### config.mk
export PLATFORM = sky130hd
export DESIGN_NAME = mbist_chk_align
export DESIGN_NICKNAME = d
export VERILOG_FILES = /design/src/rtl/mbist_chk_align.sv
export SDC_FILE = /design/constraint.sdc
export NUM_CORES = 1
export LEC_CHECK = 0
export ABC_AREA = 1
export BUFFER_PORTS_ARGS = -buffer_cell sky130_fd_sc_hd__buf_2
export CAP_MARGIN = 20
export CORE_MARGIN = 2
export CORE_UTILIZATION = 37
export CTS_CLUSTER_DIAMETER = 120
export DETAILED_ROUTE_END_ITERATION = 6
export GPL_TIMING_DRIVEN = 0
export PLACE_DENSITY = 0.79
export SYNTH_ARGS = -nofsm -noshare
export SYNTH_HDL_FRONTEND = slang
export SYNTH_SLANG_ARGS = --single-unit
### constraint.sdc
create_clock -name clk -period 0.8 [get_ports clk]
set_input_delay 0.08 -clock clk [delete_from_list [all_inputs] [get_ports clk]]
set_output_delay 0.08 -clock clk [all_outputs]
set_load 0.1 [all_outputs]
### src/rtl/mbist_chk_align.sv
// mbist_chk_align
//   RD_LAT-deep shift pipe carrying {valid, address, expected word} of each
//   issued read so it lines up with the memory's data output.
//   Ports:
//     clk, rstn (sync, active-low)
//     flush_i         synchronous clear of every stage
//     vld_i/addr_i/exp_i   read entering the pipe this cycle
//     vld_o/addr_o/exp_o   read whose data is on mem_dout this cycle
module mbist_chk_align #(
  parameter int RD_LAT = 1,   // 1..4
  parameter int ADDR_W = 9,
  parameter int DATA_W = 56
) (
  input  logic              clk,
  input  logic              rstn,
  input  logic              flush_i,
  input  logic              vld_i,
  input  logic [ADDR_W-1:0] addr_i,
  input  logic [DATA_W-1:0] exp_i,
  output logic              vld_o,
  output logic [ADDR_W-1:0] addr_o,
  output logic [DATA_W-1:0] exp_o
);

  logic [RD_LAT-1:0] vld_q;
  logic [ADDR_W-1:0] addr_q [RD_LAT];
  logic [DATA_W-1:0] exp_q  [RD_LAT];

  // NOTE: the payload stages are cleared along with the valid bits so a reset
  // or flush leaves nothing stale in the pipe, not just nothing valid.
  always_ff @(posedge clk) begin
    if (!rstn || flush_i) begin
      vld_q <= '0;
      for (int i = 0; i < RD_LAT; i++) begin
        addr_q[i] <= '0;
        exp_q[i]  <= '0;
      end
    end else begin
      vld_q[0]  <= vld_i;
      addr_q[0] <= addr_i;
      exp_q[0]  <= exp_i;
      for (int i = 1; i < RD_LAT; i++) begin
        vld_q[i]  <= vld_q[i-1];
        addr_q[i] <= addr_q[i-1];
        exp_q[i]  <= exp_q[i-1];
      end
    end
  end

  assign vld_o  = vld_q[RD_LAT-1];
  assign addr_o = addr_q[RD_LAT-1];
  assign exp_o  = exp_q[RD_LAT-1];

endmodule

* Word level (Yosys, flattened, before mapping) *
Memory sizes are Yosys's and may differ from the RTL's.
Cells that the tools add are included.

storage, ports and cells
  flip-flop bits (word level) = 1
  memory bits (writable) = 65
  input bits = 69
  word-level logic and storage cells = 14
  memories kept = 2

memory list
  name    depth  bits a word  read ports  clocked after Yosys merged registers in  wr ports  RTL line  source
  exp_q   1      56           1           0                                        1         27        logic [DATA_W-1:0] exp_q [RD_LAT];
  addr_q  1      9            1           0                                        1         26        logic [ADDR_W-1:0] addr_q [RD_LAT];

cells by class
  muxes and demuxes = 7
  reduce and logical (&&, ||, !) cells = 4

operators with widths
  cell                 number
  two-way mux 56 bit   1
  OR reduction 56 bit  1
  two-way mux 9 bit    1
  OR reduction 9 bit   1
  two-way mux 1 bit    5
  zero test 1 bit      1
  logical OR 1 bit     1

* Longest topological paths before layout *
Gate-level depths: netlist of run 1.

  depth after elaboration = 5
  mapped depth = 5

* Worst setup path after synthesis of run 1 *
No wires, ideal clock.

  path kind = reg2out
  start point = memory addr_q[0][0]
  end point = output port addr_o[0]
  arrival = 909 ps
  path slack = -189 ps
  stages on the path, launching flop included = 1
  path buffers = 0
  cells stage by stage = dfxtp_1

on the way
  longest elaborated chain between the ends = 1

ends and longest elaborated chain
  item                     RTL line  source
  start, declared          26
  memory read (1 x 9 bit)  n/a
  end, declared            21        output logic [ADDR_W-1:0] addr_o,

Every way passes these cells.

* Final worst setup path of run 1 *
  start point = memory exp_q[0][50]
  end point = output port exp_o[50]

on the way
  longest elaborated chain between the ends = 1

ends and longest elaborated chain
  item                      RTL line  source
  start, declared           27
  memory read (1 x 56 bit)  n/a
  end, declared             22        output logic [DATA_W-1:0] exp_o

Every way passes these cells.

==> implementation parameters, run 1 <==
Parameter                              Value

Floorplan
  Height of the die    77.6 µm
  Area of the placeable core    5170 µm²
  Full die area    6030 µm²
  Count of pins on the block boundary    135
  Chip width    77.6 µm
  Starting density of the core    38.8%
  Number of cell rows    26

GRT
  Number of global-route vias before repair    2413
  Maximum number of pins on one net before global-route repair    11
  Global-route wire length before repair    11600 µm
  Total GRT Usage    25.5%
  Gr ovfl total    0
  Antenna violations before repair    0

Setup path
  Cells along the critical path    buf_12
  Crit Path Category    reg2out
  Startpoint of the worst setup timing path    exp_q[0][50]
  Peak fanout along the critical path    1
  Crit end category    output pin
  Timing endpoint of the critical path    exp_o[50]
  Type of origin of the critical path    flop
  Data required time at the worst endpoint    0.72 ns
  Data arrival time at the worst-slack endpoint    0.87 ns
  Kind of cell with the highest combined delay on the critical path    flip-flops
  Buffers & Inverters on Critical Path    1
  Critical path's slowest cell    sky130_fd_sc_hd__dfxtp_2
  Stage delay of the slowest cell on the critical path    0.36 ns
  Cell count along the critical path    1

Yosys
  Mapped Avg Cell Area    9.69 µm²
  Top cells by area, synth    sky130_fd_sc_hd__dfxtp_1, sky130_fd_sc_hd__inv_1, sky130_fd_sc_hd__nor2_2, sky130_fd_sc_hd__nor2_1, sky130_fd_sc_hd__buf_8
  Synth Register Bits    66
  Post-synthesis cell count    207
  Distinct cell type count of the synthesized netlist    8
  Post-synthesis cell type with the largest combined area    sky130_fd_sc_hd__dfxtp_1
  Post-synthesis sequential area ratio    65.9%
  Top cell type's share of synthesized area    65.9%
  Number of nets in the synthesized netlist    276
  Yosys warns    0
  Cell Area, Synth    2010 µm²

Pwr
  Sw Ratio    30.7%
  Combinational power share    26.0%
  Leakage power    2.30 nW
  Clock share of power    32.7%
  Total power    0.00864 W
  Power per Cell Area    1840 nW/µm²
  Internal power    0.00598 W
  Largest vdd supply drop    1.49 mV
  Reg power frac    41.3%
  Switching Power    0.00265 W

Placed design
  Worst slack, placed    -0.0144 ns
  Total of buffers placed on input and output ports    134
  Placed Area    2850 µm²
  Half-perimeter wire length after placement    3130 µm
  RD Place Congestion    0.670

Drt
  Vias    1994
  DRC errors left    0
  Initial DRC count    56
  Via density per instance    4.04
  Antenna violation net count after detailed routing    0
  Post-Route WL    7320 µm
  Detailed-router iteration count before antenna repair    4
  DR WL/cell    14.8 µm

STA
  Relative slew slack    87.9%
  Final min period    0.949 ns
  Total setup violations reported at the end of the flow    66
  Unrepaired setup endpoints after global routing    yes
  Sum of negative setup slack    -7.89 ns
  Final critical-path share of the clock period    119%
  Setup ws final    -0.149 ns
  Slew of the pin with the lowest slew margin    0.182 ns
  Max-slew violation count    0
  Final hold violation count    0
  Maximum achievable frequency    1050 MHz

Clocking
  TritonCTS clock tree    yes
  Number of CTS-inserted buffers    9
  Number of buffers on the longest clock path    2
  Number of post-CTS setup repair buffers    0
  Clock sink total    66
  Clk root buf    sky130_fd_sc_hd__clkbuf_8
  Register clock-pin slew on the reported worst setup and hold paths    0.08 ns
  Deepest level of the CTS H-tree    3

Outcome
  Status    complete, but fails checks
  Violations in the final reports    negative setup slack

Final layout
  Relative area change from synthesis to final layout    134%
  Layout cell share with drive strength beyond 1    61.5%
  Total Nets Final    487
  Final Util    90.8%
  Number of fill cells in the layout    202
  Post-Layout Inst Area    4700 µm²

Min path
  Type of the most critical hold path    in2reg

Run
  Number of max-cap violations    0
==> cell usage after synthesis <==
library cell / count
sky130_fd_sc_hd__buf_2: 2
sky130_fd_sc_hd__buf_6: 1
sky130_fd_sc_hd__buf_8: 4
sky130_fd_sc_hd__dfxtp_1: 66
sky130_fd_sc_hd__inv_1: 67
sky130_fd_sc_hd__nand2_1: 1
sky130_fd_sc_hd__nor2_1: 26
sky130_fd_sc_hd__nor2_2: 40
==> worst min path at each step <==
| stage | from | to | cells past startpoint |
|---|---|---|---|
| detailed placement | exp_i[15] | exp_q[0][15] | 3 |
| global route | rstn | addr_q[0][6] | 4 |
| CTS | rstn | addr_q[0][6] | 4 |
| finish | rstn | addr_q[0][6] | 4 |
| global placement | exp_i[8] | exp_q[0][8] | 3 |
| floorplan | addr_i[5] | addr_q[0][5] | 2 |
==> layer usage <==
metal  vias to the layer above  share of wire [%]  global-route usage, %
li1                        975                  -                      -
met1                       894                 32                   21.5
met2                       101                 58                   50.9
met3                        24                6.4                   8.26
met4                         0                4.1                   14.5
met5                         -                  0                      0
==> cell usage in the layout, fill, tap and decap left out <==
cell type / instances
sky130_fd_sc_hd__clkbuf_1: 3
sky130_fd_sc_hd__dfxtp_2: 66
sky130_fd_sc_hd__dlygate4sd3_1: 66
sky130_fd_sc_hd__nor2_2: 40
sky130_fd_sc_hd__clkinv_2: 1
sky130_fd_sc_hd__buf_8: 4
sky130_fd_sc_hd__buf_2: 70
sky130_fd_sc_hd__buf_12: 66
sky130_fd_sc_hd__nor2_1: 26
sky130_fd_sc_hd__diode_2: 1
sky130_fd_sc_hd__clkbuf_8: 11
sky130_fd_sc_hd__inv_1: 67
sky130_fd_sc_hd__buf_6: 1
sky130_fd_sc_hd__bufinv_16: 1
sky130_fd_sc_hd__nand2_1: 1
==> flip-flops by register name (all words and copies together) (netlist names) <==
signal  count
vld_o       1
addr_q      9
exp_q      56
==> final cells by class <==
type	count	area (µm²)	share of cell area (%)
clock inverter	2	35.0	0.746
sequential	66	1400	29.9
tap	70	87.6	1.86
clock buffer	14	163	3.46
timing repair buffer	200	2320	49.4
antenna	1	2.50	0.0533
inverter	67	251	5.35
multi-input combinational	67	352	7.48
buffer	7	81.3	1.73
==> logic make-up after synthesis <==
logic type             share of synthesized area [%]
buffers and inverters                           16.6
and+or+nand+nor                                 17.5
DFF                                             65.9
==> per-stage QoR <==
stage                     cells  hold WS (ns)
after floorplan             207         0.185
after global placement      411         0.289
after detailed placement    411         0.290
after CTS                   493         0.197
after global routing        493         0.230
final                       494         0.213
==> power by group through the flow <==
| stage | sequential (W) | combinational [W] | clock (W) |
|---|---|---|---|
| after detailed placement | 0.00355 | 0.00153 | 0 |
| after global placement | 0.00354 | 0.00152 | 0 |
| after floorplan | 0.00453 | 0.000231 | 0 |
| after global routing | 0.00357 | 0.00232 | 0.00305 |
| after CTS | 0.00356 | 0.00219 | 0.00282 |
| final | 0.00356 | 0.00225 | 0.00283 |
==> timing repair <==
| item | 4_1_cts | 5_1_grt |
|---|---|---|
| hold buffers | 66 | 0 |
| hold endpoints to repair | 66 | 0 |
| resized for setup | 264 | 0 |
| setup endpoints to repair | 66 | 66 |
| gates cloned | 0 | 0 |
(Power assumes the default switching activity.)
==> inputs of run 2 (changes only) <==
- BUFFER_PORTS_ARGS: -buffer_cell sky130_fd_sc_hd__buf_2 -> not set
- CORE_UTILIZATION: 37 -> 54
- DONT_BUFFER_PORTS: not set -> 1
- PLACE_DENSITY: 0.79 -> 0.76
==> run 2 against run 1 <==
- the flow still finishes with violations (negative setup slack)
- power shrank 11%
- global-route usage decreased by 0.42 points
- first-iteration DRC count did not move
- hold slack got worse by 0.095 ns
- worst setup slack better by 0.0077 ns
- cell count is 32% lower
- critical path type unchanged
- die area decreased by 30%
- via count is 26% lower
==> implementation parameters, run 2 (synthesized netlist as in run 1, its figures left out) <==
Parameter                              Value

Final layout
  Layout cell share with drive strength beyond 1    43.6%
  Total Nets Final    353
  Post-Layout Inst Area    3170 µm²
  Number of fill cells in the layout    158
  Top library cells by usage in the layout, fill and taps aside    sky130_fd_sc_hd__inv_1, sky130_fd_sc_hd__dfxtp_4, sky130_fd_sc_hd__dlygate4sd3_1
  Antenna diodes    0
  Area taken by multi-input logic gates    352 µm²
  Top register by number of flip-flops    exp_q
  Number of flip-flops under the largest register name    56
  Area taken by flip-flops and latches    1570 µm²
  Most common cell after layout, fill and taps aside    sky130_fd_sc_hd__inv_1
  Relative area change from synthesis to final layout    58.1%

STA
  Unrepaired setup endpoints after global routing    yes
  Max-slew violation count    0
  Slew of the pin with the lowest slew margin    0.308 ns
  Total setup violations reported at the end of the flow    66
  Maximum achievable frequency    1060 MHz
  Sum of negative setup slack    -8.38 ns
  Setup ws final    -0.142 ns
  Final critical-path share of the clock period    118%
  Final hold violation count    0
  Final min period    0.942 ns
  Relative slew slack    79.5%

GRT
  Number of global-route vias before repair    1553
  Maximum number of pins on one net before global-route repair    11
  Gr ovfl total    0
  Global-route wire length before repair    7620 µm
  Total GRT Usage    25.1%
  Antenna violations before repair    0

Drt
  DRC errors left    0
  Via density per instance    4.40
  Vias    1482
  Post-Route WL    5150 µm
  DR WL/cell    15.3 µm
  Antenna violation net count after detailed routing    0
  Detailed-router iteration count before antenna repair    4
  Initial DRC count    56

Clocking
  TritonCTS clock tree    yes
  Clock sink total    66
  Clk root buf    sky130_fd_sc_hd__clkbuf_8
  Number of post-CTS setup repair buffers    0
  Register clock-pin slew on the reported worst setup and hold paths    0.07 ns
  Deepest level of the CTS H-tree    3
  Number of buffers on the longest clock path    2
  Number of CTS-inserted buffers    9

Placed design
  Half-perimeter wire length after placement    2620 µm
  RD Place Congestion    0.655
  Total of buffers placed on input and output ports    0
  Placed Area    2150 µm²

Pwr
  Leakage power    1.50 nW
  Power per Cell Area    2410 nW/µm²
  Largest vdd supply drop    1.70 mV

Outcome
  Violations in the final reports    negative setup slack
  Status    complete, but fails checks

Setup path
  Crit Path Category    reg2out
  Peak fanout along the critical path    1
  Data required time at the worst endpoint    0.72 ns
  Data arrival time at the worst-slack endpoint    0.86 ns
  Type of origin of the critical path    flop
  Crit end category    output pin

Floorplan
  Number of cell rows    22
  Starting density of the core    55.6%
  Chip width    64.9 µm
  Area of the placeable core    3610 µm²
  Count of pins on the block boundary    135
  Height of the die    64.9 µm
  Full die area    4220 µm²

Run
  Number of max-cap violations    0

Min path
  Type of the most critical hold path    in2reg
[run 2: cell types whose count changed in the layout (fill, tap and decap cells not counted), sizes merged]
cell,delta
diode,-1
buf,-134
[run 2: repair_timing]
action	4_1_cts	5_1_grt
endpoints found under the hold margin	66	0
endpoints found under the setup margin	66	66
gates resized for setup	66	0
hold buffers	66	0
[run 2: layer usage]
layer	global-route usage [%]	routed length, µm
met4	10.9	130
met2	50.0	2980
met3	5.90	315
met5	0	0
met1	23.9	1720
[run 2: final cells by class]
type / count / share of cell area, %
clock inverters: 2 / 1.10
flip-flops and latches: 66 / 49.5
repair buffers: 66 / 20.8
well taps: 48 / 1.89
plain buffers: 7 / 2.56
clock buffers: 14 / 5.13
multi-input cells: 67 / 11.1
inverters: 67 / 7.93
[run 2: power breakdown]
| part | switching, W | internal [W] | total [W] | leakage, nW |
|---|---|---|---|---|
| Combinational | 0.000239 | 0.000314 | 0.000553 | 0.810 |
| Sequential | 0.00103 | 0.00331 | 0.00433 | 0.588 |
| Clock | 0.00115 | 0.00161 | 0.00276 | 0.101 |
[run 2: through the flow]
step	hold slack, ns	utilization, %	worst slack (ns)	total power [W]	cells
CTS	0.109	88.0	-0.146	0.00760	337
detailed placement	0.188	59.6	0.0746	0.00482	255
finish	0.118	88.0	-0.142	0.00765	337
floorplan	0.185	-	0.0942	0.00476	207
global placement	0.185	59.6	0.0792	0.00480	255
global route	0.129	88.0	-0.153	0.00787	337
[run 2: worst paths after layout]
check	from	endpoint	slack, ns	cells past startpoint
setup / recovery	exp_q[0][34]	exp_o[34]	-0.14	0
hold / removal	rstn	exp_q[0][55]	0.12	3
==> inputs of run 3 (changes only) <==
- PLACE_DENSITY: 0.76 -> 0.82
==> run 3 against run 2 <==
- the run still ends with negative setup slack left
- sequential share of layout area grew 0.53 points
- first-iteration DRC count up 45%
- core utilization decreased by 0.94 points
- cell count is the same
- clock power shrank 16%
- global-route usage up 2.6 points
- sequential power is essentially flat
- routed wire length grew 5.8%
- sequential cell count is the same
- via count grew 0.54%
- die area unchanged
==> implementation parameters, run 3 (synthesized netlist as in run 1, its figures left out) <==
Parameter                              Value

Outcome
  Status    complete, but fails checks
  Violations in the final reports    negative setup slack

Placed design
  Worst slack, placed    0.0755 ns
  RD Place Congestion    0.670
  Total of buffers placed on input and output ports    0
  Half-perimeter wire length after placement    2680 µm

GRT
  Maximum number of pins on one net before global-route repair    11
  Gr ovfl total    0
  Global-route wire length before repair    8380 µm
  Total GRT Usage    27.8%
  Antenna violations before repair    0
  Number of global-route vias before repair    1628

Final layout
  Top library cells by usage in the layout, fill and taps aside    sky130_fd_sc_hd__inv_1, sky130_fd_sc_hd__dfxtp_4, sky130_fd_sc_hd__dlygate4sd3_1
  Relative area change from synthesis to final layout    56.5%
  Antenna diodes    0
  Top register by number of flip-flops    exp_q
  Most common cell after layout, fill and taps aside    sky130_fd_sc_hd__inv_1
  Final Util    87.0%
  Number of flip-flops under the largest register name    56
  Total Nets Final    353
  Layout cell share with drive strength beyond 1    43.6%
  Number of fill cells in the layout    181

Drt
  DR WL/cell    16.2 µm
  Antenna violation net count after detailed routing    0
  Initial DRC count    81
  Vias    1490
  DRC errors left    0
  Detailed-router iteration count before antenna repair    6
  Post-Route WL    5450 µm
  Via density per instance    4.42

STA
  Final critical-path share of the clock period    118%
  Slew of the pin with the lowest slew margin    0.303 ns
  Setup ws final    -0.141 ns
  Maximum achievable frequency    1060 MHz
  Max-slew violation count    0
  Relative slew slack    79.9%
  Unrepaired setup endpoints after global routing    yes
  Final hold violation count    0
  Final min period    0.941 ns
  Total setup violations reported at the end of the flow    66

Setup path
  Startpoint of the worst setup timing path    addr_q[0][5]
  Crit Path Category    reg2out
  Type of origin of the critical path    flop
  Peak fanout along the critical path    1
  Crit end category    output pin
  Data arrival time at the worst-slack endpoint    0.86 ns
  Data required time at the worst endpoint    0.72 ns

Pwr
  Sw Ratio    33.3%
  Largest vdd supply drop    1.63 mV
  Combinational power share    7.7%
  Leakage power    1.49 nW
  Reg power frac    60.1%
  Internal power    0.00482 W
  Power per Cell Area    2300 nW/µm²
  Clock share of power    32.2%
  Switching Power    0.00240 W

Clocking
  Number of buffers on the longest clock path    2
  Clk root buf    sky130_fd_sc_hd__clkbuf_8
  TritonCTS clock tree    yes
  Clock sink total    66
  Deepest level of the CTS H-tree    3
  Number of post-CTS setup repair buffers    0
  Number of CTS-inserted buffers    9
  Register clock-pin slew on the reported worst setup and hold paths    0.07 ns

Min path
  Hold depth    3
  Min-Delay Endpoint    exp_q[0][55]
  Type of the most critical hold path    in2reg
  HP Start    rstn

Run
  Number of max-cap violations    0

Floorplan
  Height of the die    64.9 µm
  Count of pins on the block boundary    135
  Starting density of the core    55.6%
  Number of cell rows    22
  Chip width    64.9 µm
  Area of the placeable core    3610 µm²
  Full die area    4220 µm²
-- run 3: power by group through the flow --
| stage | registers (W) | clock network, W | logic [W] |
|---|---|---|---|
| final | 0.00434 | 0.00233 | 0.000554 |
| after global routing | 0.00434 | 0.00252 | 0.000602 |
| after CTS | 0.00433 | 0.00235 | 0.000523 |
| after detailed placement | 0.00455 | 0 | 0.000269 |
| after global placement | 0.00455 | 0 | 0.000256 |
| after floorplan | 0.00453 | 0 | 0.000231 |
-- run 3: worst max path at each step --
stage / endpoint / slack (ns) / cells past startpoint
2_1_floorplan: addr_o[0] / 0.09 / 0
3_3_place_gp: exp_o[15] / 0.08 / 0
3_5_place_dp: exp_o[3] / 0.08 / 0
4_1_cts: exp_o[12] / -0.15 / 0
5_1_grt: exp_o[3] / -0.16 / 0
6_report: addr_o[5] / -0.14 / 0
-- run 3: timing repair --
action                     4_1_cts  5_1_grt
gates resized for setup         66        0
hold buffers                    66        0
hold endpoints to repair        66        0
setup endpoints to repair       66       66
pin swaps                        0        0
-- run 3: routing by layer --
| layer | global-route usage, % | share of wire, % | vias up |
|---|---|---|---|
| li1 | - | - | 705 |
| met1 | 26.2 | 34 | 691 |
| met2 | 53.7 | 57 | 82 |
| met3 | 8.68 | 7.7 | 12 |
| met4 | 12.2 | 2.2 | 0 |
| met5 | 0 | 0 | - |
-- run 3: metrics by stage --
| step | setup TNS, ns | hold slack (ns) | area [µm²] | instances | total power (W) |
|---|---|---|---|---|---|
| CTS | -9.26 | 0.0985 | 3140 | 337 | 0.00721 |
| finish | -8.64 | 0.0989 | 3140 | 337 | 0.00722 |
| detailed placement | 0 | 0.189 | 2150 | 255 | 0.00482 |
| global route | -9.94 | 0.140 | 3140 | 337 | 0.00747 |
| floorplan | 0 | 0.185 | 2090 | 207 | 0.00476 |
| global placement | 0 | 0.186 | 2150 | 255 | 0.00481 |
-- run 3: area by class of cell --
| cell class | count | area, µm² | share of cell area, % |
|---|---|---|---|
| multi-input combinational | 67 | 352 | 11.2 |
| inverter | 67 | 251 | 8.01 |
| buffer | 7 | 81.3 | 2.59 |
| clock inverter | 3 | 15.0 | 0.478 |
| timing repair buffer | 66 | 661 | 21.1 |
| clock buffer | 13 | 149 | 4.74 |
| tap | 48 | 60.1 | 1.91 |
| sequential | 66 | 1570 | 50.0 |
